**src/rtl/debug_collector.sv**
```systemverilog
// debug_collector
//   Waits for the core to halt, forces it into debug mode and sweeps its
//   architectural state (PC, 32 registers, MEM_WORDS data-memory words).
//   Each 32-bit word is sent MSB byte first to a byte transmitter through a
//   tx_start / tx_done handshake.
//
// Ports
//   clk, reset      : clock, synchronous active-high reset
//   halt_flag       : core halted; a sweep starts on a fresh (re-armed) halt
//   in_pc           : core PC
//   in_reg_data     : register file read data for out_addr_debug
//   in_mem_data     : data memory read data for out_addr_debug
//   tx_done         : transmitter finished the current byte (1-cycle pulse)
//   debug_flag      : forces the core into debug mode during the sweep
//   out_addr_debug  : register index / memory word address to the core
//   out_byte        : byte to transmit
//   tx_start        : 1-cycle request to send out_byte
//   busy            : sweep in progress (mirrors debug_flag)
//   done            : 1-cycle pulse after the last byte is acknowledged
module debug_collector #(
  parameter int LEN       = 32,
  parameter int NB        = $clog2(LEN),
  parameter int MEM_WORDS = 16,
  parameter int READ_LAT  = 1
) (
  input  logic           clk,
  input  logic           reset,
  input  logic           halt_flag,
  input  logic [LEN-1:0] in_pc,
  input  logic [LEN-1:0] in_reg_data,
  input  logic [LEN-1:0] in_mem_data,
  input  logic           tx_done,
  output logic           debug_flag,
  output logic [LEN-1:0] out_addr_debug,
  output logic [7:0]     out_byte,
  output logic           tx_start,
  output logic           busy,
  output logic           done
);

  localparam int BPW = LEN / 8;
  localparam int BW  = $clog2(BPW) + 1;
  localparam int MW  = $clog2(MEM_WORDS) + 1;
  localparam int WW  = $clog2(READ_LAT) + 1;

  typedef enum logic [2:0] {IDLE, SET_ADDR, LATCH, SEND, WAIT_TX, DONE} state_t;
  typedef enum logic [1:0] {PH_PC, PH_REG, PH_MEM} phase_t;

  state_t         state;
  phase_t         phase;
  logic           armed;
  logic [NB-1:0]  reg_idx;
  logic [MW-1:0]  mem_idx;
  logic [WW-1:0]  wait_cnt;
  logic [BW-1:0]  byte_cnt;
  logic [LEN-1:0] shift;
  logic [LEN-1:0] shift_nxt;
  logic [LEN-1:0] src;

  assign shift_nxt = shift << 4'd8;

  // Select the read-data source for the word currently being dumped.
  always_comb begin
    src = in_mem_data;
    case (phase)
      PH_PC:   src = in_pc;
      PH_REG:  src = in_reg_data;
      PH_MEM:  src = in_mem_data;
      default: src = in_mem_data;
    endcase
  end

  // Sweep FSM with all outputs registered.
  always_ff @(posedge clk) begin
    if (reset) begin
      state          <= IDLE;
      phase          <= PH_PC;
      armed          <= 1'b1;
      reg_idx        <= '0;
      mem_idx        <= '0;
      wait_cnt       <= '0;
      byte_cnt       <= '0;
      shift          <= '0;
      debug_flag     <= 1'b0;
      out_addr_debug <= '0;
      out_byte       <= 8'h00;
      tx_start       <= 1'b0;
      busy           <= 1'b0;
      done           <= 1'b0;
    end else begin
      tx_start <= 1'b0;
      done     <= 1'b0;
      case (state)
        IDLE: begin
          if (!halt_flag) begin
            armed <= 1'b1;
          end else if (armed) begin
            state          <= SET_ADDR;
            phase          <= PH_PC;
            reg_idx        <= '0;
            mem_idx        <= '0;
            wait_cnt       <= '0;
            out_addr_debug <= '0;
            debug_flag     <= 1'b1;
            busy           <= 1'b1;
          end
        end
        SET_ADDR: begin
          // Address has been on the bus since entry; give the core READ_LAT cycles.
          if (wait_cnt == WW'(READ_LAT - 1)) begin
            state <= LATCH;
          end else begin
            wait_cnt <= wait_cnt + WW'(32'd1);
          end
        end
        LATCH: begin
          // First byte and tx_start are registered here so they appear during SEND.
          shift    <= src;
          out_byte <= src[LEN-1 -: 8];
          byte_cnt <= '0;
          tx_start <= 1'b1;
          state    <= SEND;
        end
        SEND: begin
          state <= WAIT_TX;
        end
        WAIT_TX: begin
          if (tx_done) begin
            shift    <= shift_nxt;
            byte_cnt <= byte_cnt + BW'(32'd1);
            if (byte_cnt != BW'(BPW - 1)) begin
              out_byte <= shift_nxt[LEN-1 -: 8];
              tx_start <= 1'b1;
              state    <= SEND;
            end else begin
              wait_cnt <= '0;
              state    <= SET_ADDR;
              case (phase)
                PH_PC: begin
                  phase          <= PH_REG;
                  reg_idx        <= '0;
                  out_addr_debug <= '0;
                end
                PH_REG: begin
                  if (reg_idx == NB'(32'd31)) begin
                    phase          <= PH_MEM;
                    mem_idx        <= '0;
                    out_addr_debug <= '0;
                  end else begin
                    reg_idx        <= reg_idx + NB'(32'd1);
                    out_addr_debug <= LEN'(reg_idx) + LEN'(32'd1);
                  end
                end
                default: begin
                  if (mem_idx == MW'(MEM_WORDS - 1)) begin
                    state          <= DONE;
                    done           <= 1'b1;
                    debug_flag     <= 1'b0;
                    busy           <= 1'b0;
                    armed          <= 1'b0;
                    out_addr_debug <= '0;
                  end else begin
                    mem_idx        <= mem_idx + MW'(32'd1);
                    out_addr_debug <= LEN'(mem_idx) + LEN'(32'd1);
                  end
                end
              endcase
            end
          end
        end
        DONE: begin
          state <= IDLE;
        end
        default: begin
          state <= IDLE;
        end
      endcase
    end
  end

endmodule

```
**config.mk**
```make
export PLATFORM = sky130hd
export DESIGN_NAME = debug_collector
export DESIGN_NICKNAME = d
export VERILOG_FILES = /design/src/rtl/debug_collector.sv
export SDC_FILE = /design/constraint.sdc
export NUM_CORES = 1
export LEC_CHECK = 0
export ABC_AREA = 0
export CAP_MARGIN = 5
export CORE_AREA = 5 5 84 117
export CTS_CLUSTER_SIZE = 40
export DETAILED_ROUTE_END_ITERATION = 16
export DIE_AREA = 0 0 89 122
export GPL_TIMING_DRIVEN = 0
export PLACE_DENSITY_LB_ADDON = 0.12
export REMOVE_ABC_BUFFERS = 1
export SLEW_MARGIN = 0
export SYNTH_ARGS = -nofsm -noshare
export SYNTH_HDL_FRONTEND = slang
export SYNTH_SLANG_ARGS = --single-unit
```
**constraint.sdc**
```tcl
create_clock -name clk -period 2.62 [get_ports clk]
set_input_delay 0.524 -clock clk [delete_from_list [all_inputs] [get_ports clk]]
set_output_delay 0.524 -clock clk [all_outputs]
set_load 0.005 [all_outputs]
```
==> results of run 1 <==
[worst max-delay path by stage]
stage / from / end / slack (ns) / depth (start not counted)
CTS: tx_done / shift[16] / 0.17 / 5
global placement: reset / mem_idx[0] / -0.79 / 4
detailed placement: tx_done / shift[22] / -0.16 / 5
global route: state[2] / out_addr_debug[2] / 0.17 / 5
floorplan: phase[0] / mem_idx[0] / 0.1 / 4
finish: state[2] / out_addr_debug[5] / 0.31 / 5
[layer usage]
metal	share of wire	routed length, µm	vias up	global-route usage
met4	0.014	134	0	0.0624
met1	0.39	3710	1564	0.191
met2	0.54	5140	91	0.314
li1	-	-	1770	-
met5	0	0	-	0
met3	0.059	559	8	0.0514
[logic make-up after synthesis]
| family | count (synthesis) | synth area share |
|---|---|---|
| AND/OR/NAND/NOR | 138 | 0.175 |
| flip-flops | 60 | 0.317 |
| other | 1 | 0.000990 |
| XOR/XNOR | 4 | 0.00925 |
| multiplexers | 60 | 0.159 |
| AO/OA/AOI/OAI | 116 | 0.205 |
| adder cells (fa/ha/maj) | 8 | 0.0264 |
| buffers and inverters | 69 | 0.107 |
[state kept, by name, summed over array words and instances, names as in the netlist, 2 cells and up]
signal	flops
reg_idx	5
shift	24
state	3
byte_cnt	3
mem_idx	5
out_byte	8
out_addr_debug	6
phase	2
[Yosys cell counts, types with 2 or more instances]
library cell | instances | area (µm²)
dfxtp_1 | 60 | 1200
mux2i_1 | 58 | 581
nor2_1 | 49 | 184
nand2_1 | 39 | 146
o21ai_0 | 38 | 190
buf_4 | 30 | 225
a211oi_1 | 26 | 195
clkbuf_1 | 17 | 63.8
a21oi_1 | 15 | 75.1
a22oi_1 | 12 | 90.1
buf_2 | 10 | 50.1
inv_1 | 9 | 33.8
ha_1 | 8 | 100
nand3_1 | 7 | 35.0
nand4_1 | 7 | 43.8
nand2b_1 | 5 | 31.3
nor2b_1 | 5 | 31.3
a211oi_2 | 4 | 50.1
and3_1 | 4 | 25.0
nor3_1 | 4 | 20.0
a21oi_2 | 3 | 26.3
a31oi_1 | 3 | 18.8
buf_6 | 3 | 33.8
o31ai_1 | 3 | 22.5
or3_1 | 3 | 18.8
xnor2_1 | 3 | 26.3
a311oi_1 | 2 | 17.5
and2_1 | 2 | 12.5
mux2_1 | 2 | 22.5
nand3b_1 | 2 | 15.0
o32ai_1 | 2 | 17.5
or3b_1 | 2 | 17.5
[cell usage in the layout (no fill, tap or decap), types with 3 or more instances in the layout]
| cell | synthesis | final |
|---|---|---|
| nor3_1 | 4 | 4 |
| nor2_1 | 49 | 49 |
| and3_1 | 4 | 4 |
| clkbuf_1 | 17 | 4 |
| mux2i_1 | 58 | 58 |
| clkdlybuf4s50_1 | 0 | 116 |
| buf_12 | 0 | 3 |
| clkbuf_16 | 0 | 9 |
| xnor2_1 | 3 | 3 |
| a211oi_1 | 26 | 26 |
| o21ai_0 | 38 | 38 |
| o31ai_1 | 3 | 3 |
| a21oi_1 | 15 | 15 |
| conb_1 | 1 | 26 |
| dfxtp_1 | 60 | 58 |
| nand3_1 | 7 | 7 |
| inv_1 | 9 | 9 |
| nand2_1 | 39 | 39 |
| nand2b_1 | 5 | 5 |
| a31oi_1 | 3 | 3 |
| a211oi_2 | 4 | 4 |
| or3_1 | 3 | 3 |
| nand4_1 | 7 | 7 |
| nor2b_1 | 5 | 5 |
| a22oi_1 | 12 | 12 |
| ha_1 | 8 | 8 |
[layout make-up]
class | count | area [µm²] | share of cell area
multi-input cells | 352 | 2280 | 0.441
repair buffers | 121 | 1250 | 0.242
flip-flops and latches | 60 | 1200 | 0.233
clock buffers | 14 | 254 | 0.0491
well taps | 107 | 134 | 0.0259
inverters | 9 | 33.8 | 0.00653
clock inverters | 2 | 10.0 | 0.00194
[power by group]
group          switching [mW]  internal [mW]
combinational           0.230          0.309
sequential             0.0508          0.975
clock                   0.377          0.662
total                   0.658           1.95
[per-stage QoR]
| stage | setup WS (ns) | cell area (µm²) | std cells |
|---|---|---|---|
| floorplan | 0.0951 | 3510 | 421 |
| global placement | -0.792 | 4810 | 645 |
| detailed placement | -0.163 | 4900 | 649 |
| CTS | 0.173 | 5160 | 665 |
| global route | 0.167 | 5170 | 665 |
| finish | 0.310 | 5170 | 665 |
[critical path: stages, from the launching register on]
cell      delay, ns
dfxtp_1        0.59
or3b_2         0.73
buf_12         0.27
nor3_4         0.22
nand4_1        0.13
a311oi_1       0.26
==> impl_metrics.py, run 1 <==
metrics = {
    "timing": {
        "setup_violations": 0,
        "worst_pin_slew_ns": 0.878,
        "max_slew_margin": 0.414,
        "clock_skew_ns": 0.00537,
        "fmax_mhz": 433,
        "whs_ns": 0.448,
        "period_share": 0.882,
        "drv_slew": 0,
        "tns_ns": 0,
        "period_needed_ns": 2.31,
        "rsz0062_at_grt": "no",
        "hold_viol_final": 0,
    },
    "layout": {
        "antenna_cells": 0,
        "fin_nets": 661,
        "area_delta_synth_final_pct": 36.5,
        "nFillCells": 871,
        "layout-drive-gt1-share": 0.0609,
        "fin_util": 0.590,
    },
    "grt": {
        "grt_pass1_vias": 3294,
        "grt_overflow": 0,
        "grt_usage": 0.175,
        "antenna_found_initial": 0,
        "grt_pass1_wl_um": 15000,
        "grt_max_degree": 49,
    },
    "place": {
        "gp_congestion": 0.838,
        "place_hpwl_um": 7360,
        "portBuffers": 117,
    },
    "critical_path": {
        "cp_max_fo": 22,
        "regToRegStartpoint": "state[2]",
        "critPathLaunchType": "flip-flop",
        "worstPathArrival_ns": 2.54,
        "worst_r2r_path_depth": 5,
        "end_kind": "flip-flop",
        "reg2reg_to": "out_addr_debug[5]",
        "required_ns": 2.85,
        "reg2reg_slack_ns": 0.31,
        "criticalPathCategory": "flip-flop to flip-flop",
    },
    "clocking": {
        "ctsResizeCount": 0,
        "cts_setup_buffers": 0,
        "holdBufCountCts": 0,
        "htreeDepth": 3,
        "cts_tree": "yes",
        "cts_buffer_depth": 2,
        "insertion_delay_ns": 0.32,
        "cts_sinks": 60,
        "clock-root-buffer": "clkbuf_16",
        "numCtsBuffers": 9,
        "path_clk_slew_ns": 0.05,
    },
    "min_path": {
        "hp-class": "flip-flop to flip-flop",
        "min_delay_path_depth": 2,
        "hold_path.startpoint": "byte_cnt[2]",
        "min_to": "byte_cnt[2]",
    },
    "floorplanning": {
        "core_um2": 8770,
        "fp.dieArea_um2": 10900,
        "die_w_um": 89,
        "initial_utilization": 0.432,
        "die_h_um": 122,
        "floorplan.rows": 41,
        "ios": 144,
    },
    "yosys": {
        "synth.cell_area_um2": 3790,
        "avgSynthCellArea_um2": 8.31,
        "syn_inst": 456,
        "async_flop_share": 0,
        "ys_seq_elements": 60,
        "ys_seq_area_frac": 0.317,
        "synth_ff_type": "dfxtp_1",
        "synth_edf_count": 0,
        "yosys_warnings": 0,
        "synth_cell_types": 51,
    },
    "outcome": {
        "status": "complete, no violations",
    },
    "detailed_routing": {
        "drtIter0Drc": 146,
        "drt_pre_antenna_iters": 5,
        "routed_wl_um": 9540,
        "ant_nets": 0,
        "wl_per_cell_um": 14.3,
        "vias": 3433,
        "post-route-drc-count": 0,
        "vias_per_cell": 5.16,
    },
    "power_and_ir_drop": {
        "peakVddDrop_mv": 0.328,
        "powerDensity_nw_per_um2": 503,
        "p_leak_nw": 1.97,
        "power.total_mw": 2.60,
    },
    "job": {
        "maxCapViolCount": 0,
    },
}
(Power assumes the default switching activity.)
==> inputs of run 2 (changes only) <==
--- a/config.mk
+++ b/config.mk
@@ -11,7 +11,6 @@
 export CTS_CLUSTER_SIZE = 40
 export DETAILED_ROUTE_END_ITERATION = 16
 export DIE_AREA = 0 0 89 122
-export GPL_TIMING_DRIVEN = 0
 export PLACE_DENSITY_LB_ADDON = 0.12
 export REMOVE_ABC_BUFFERS = 1
 export SLEW_MARGIN = 0
==> run 2 against run 1 <==
Effect of this change: cell area hardly changed; sequential power hardly changed; die area stayed put; total power is 0.79% higher; clock skew is 0.0017 ns higher; combinational power is 3% higher; largest power group unchanged; non-clock buffer count is 6 higher; clock-buffer cell count is 1 lower; critical path depth is 2 higher; critical endpoint is now mem_idx[4]; clock power hardly changed; highest routed layer unchanged; worst setup slack better by 0.19 ns.
==> impl_metrics.py, run 2 (same netlist as run 1, synthesis figures left out) <==
metrics = {
    "timing": {
        "fmax_mhz": 473,
        "max_slew_margin": 0.543,
        "hold_viol_final": 0,
        "setup_violations": 0,
        "clock_skew_ns": 0.00704,
        "fin_ws_ns": 0.504,
        "drv_slew": 0,
        "tns_ns": 0,
        "rsz0062_at_grt": "no",
        "worst_pin_slew_ns": 0.686,
        "period_needed_ns": 2.12,
        "period_share": 0.808,
    },
    "detailed_routing": {
        "ant_nets": 0,
        "vias": 3476,
        "drtIter0Drc": 182,
        "wl_per_cell_um": 14.8,
        "drt_pre_antenna_iters": 4,
        "post-route-drc-count": 0,
        "routed_wl_um": 9920,
        "vias_per_cell": 5.19,
    },
    "place": {
        "dpl_cell_area_um2": 4900,
        "preCtsSetupSlack_ns": 0.321,
        "portBuffers": 117,
        "gp_congestion": 0.849,
        "place_hpwl_um": 7730,
    },
    "critical_path": {
        "worstPathArrival_ns": 2.32,
        "crit_top_cell": "ha_1",
        "path_cells": "ha_1, and3_1, ha_1, nor2b_1, o2111ai_1, a21oi_2, mux2_1",
        "startpoint": "mem_idx[0]",
        "end_kind": "flip-flop",
        "cp_max_fo": 5,
        "cp_top_family": "compound AO/OA/AOI/OAI gates",
        "criticalPathCategory": "flip-flop to flip-flop",
        "regToRegStartpoint": "mem_idx[0]",
        "path_buf_inv": 0,
        "critPathLaunchType": "flip-flop",
        "cp_slowest_stage_delay_ns": 0.36,
        "required_ns": 2.82,
        "cp_slowest_cell": "mux2_1",
    },
    "layout": {
        "top_register": "shift",
        "top_regs": "shift (24), out_byte (8), out_addr_debug (6)",
        "area_delta_synth_final_pct": 36.5,
        "layout-drive-gt1-share": 0.0728,
        "largest_register_ffs": 24,
        "antenna_cells": 0,
        "layout_commonest_cell": "clkdlybuf4s50_1",
        "design_area_um2": 5170,
        "fin_nets": 667,
        "fin_util": 0.589,
        "mostFrequentLayoutCells": "clkdlybuf4s50_1, mux2i_1, dfxtp_1",
    },
    "clocking": {
        "htreeDepth": 3,
        "holdBufCountCts": 0,
        "ctsResizeCount": 0,
        "cts_tree": "yes",
        "numCtsBuffers": 9,
        "clock-root-buffer": "clkbuf_16",
        "cts_buffer_depth": 2,
        "insertion_delay_ns": 0.32,
        "path_clk_slew_ns": 0.05,
        "cts_sinks": 60,
        "cts_setup_buffers": 0,
    },
    "floorplanning": {
        "die_h_um": 122,
        "floorplan.rows": 41,
        "initial_utilization": 0.432,
        "core_um2": 8770,
        "die_w_um": 89,
        "ios": 144,
        "fp.dieArea_um2": 10900,
    },
    "power_and_ir_drop": {
        "power.total_mw": 2.62,
        "p_leak_nw": 1.98,
        "powerDensity_nw_per_um2": 508,
        "peakVddDrop_mv": 0.340,
    },
    "grt": {
        "grt_pass1_vias": 3380,
        "grt_max_degree": 42,
        "grt_pass1_wl_um": 15600,
        "grt_overflow": 0,
        "antenna_found_initial": 0,
        "grt_usage": 0.183,
    },
    "min_path": {
        "hp-class": "flip-flop to flip-flop",
        "hold_path.startpoint": "byte_cnt[2]",
    },
    "job": {
        "maxCapViolCount": 0,
    },
    "outcome": {
        "status": "complete, no violations",
    },
}
## run 2: changes by cell type in the layout (fill, tap and decap cells not counted)
cell,before,now
buf_4,0,9
buf_12,3,1
clkbuf_1,4,2
a21oi_2,2,3
a21oi_4,1,0
buf_16,1,0
clkbuf_8,1,2
## run 2: layout make-up
class,instances,area (µm²)
Clock inverter,2,10.0
Timing Repair Buffer,127,1250
Tap cell,107,134
Multi-Input combinational cell,352,2270
Inverter,9,33.8
Clock buffer,13,260
Sequential cell,60,1200
Fill cell,831,3600
## run 2: layer usage
metal	track usage	share of wire
met3	0.0359	0.049
met2	0.329	0.54
met5	0	0
met4	0.0633	0.015
met1	0.211	0.39
## run 2: power by group
group          leakage, nW  total (mW)  internal, mW  switching [mW]
Clock                0.135        1.06         0.681           0.376
Sequential           0.489        1.01         0.975          0.0390
Combinational         1.36       0.553         0.311           0.242
Total                 1.98        2.62          1.97           0.657
## run 2: worst reg2reg max path: cells and delay by family, from the launching register on
kind,cells,cell delay (ns)
AOI/OAI and AO/OA,2,0.49
DFF,1,0.34
adders and majority gates,2,0.47
and+or+nand+nor,2,0.34
muxes,1,0.36
## run 2: final timing paths
kind                  to  slack [ns]  depth (start not counted)
max reg2reg   mem_idx[4]        0.50                          7
max           mem_idx[4]        0.50                          7
min reg2reg  byte_cnt[2]        0.46                          2
min          byte_cnt[2]        0.46                          2
## run 2: metrics by stage
step | cells | hold slack, ns
finish | 670 | 0.459
global route | 670 | 0.496
CTS | 670 | 0.460
detailed placement | 655 | 0.451
global placement | 655 | 0.443
floorplan | 421 | 0.426
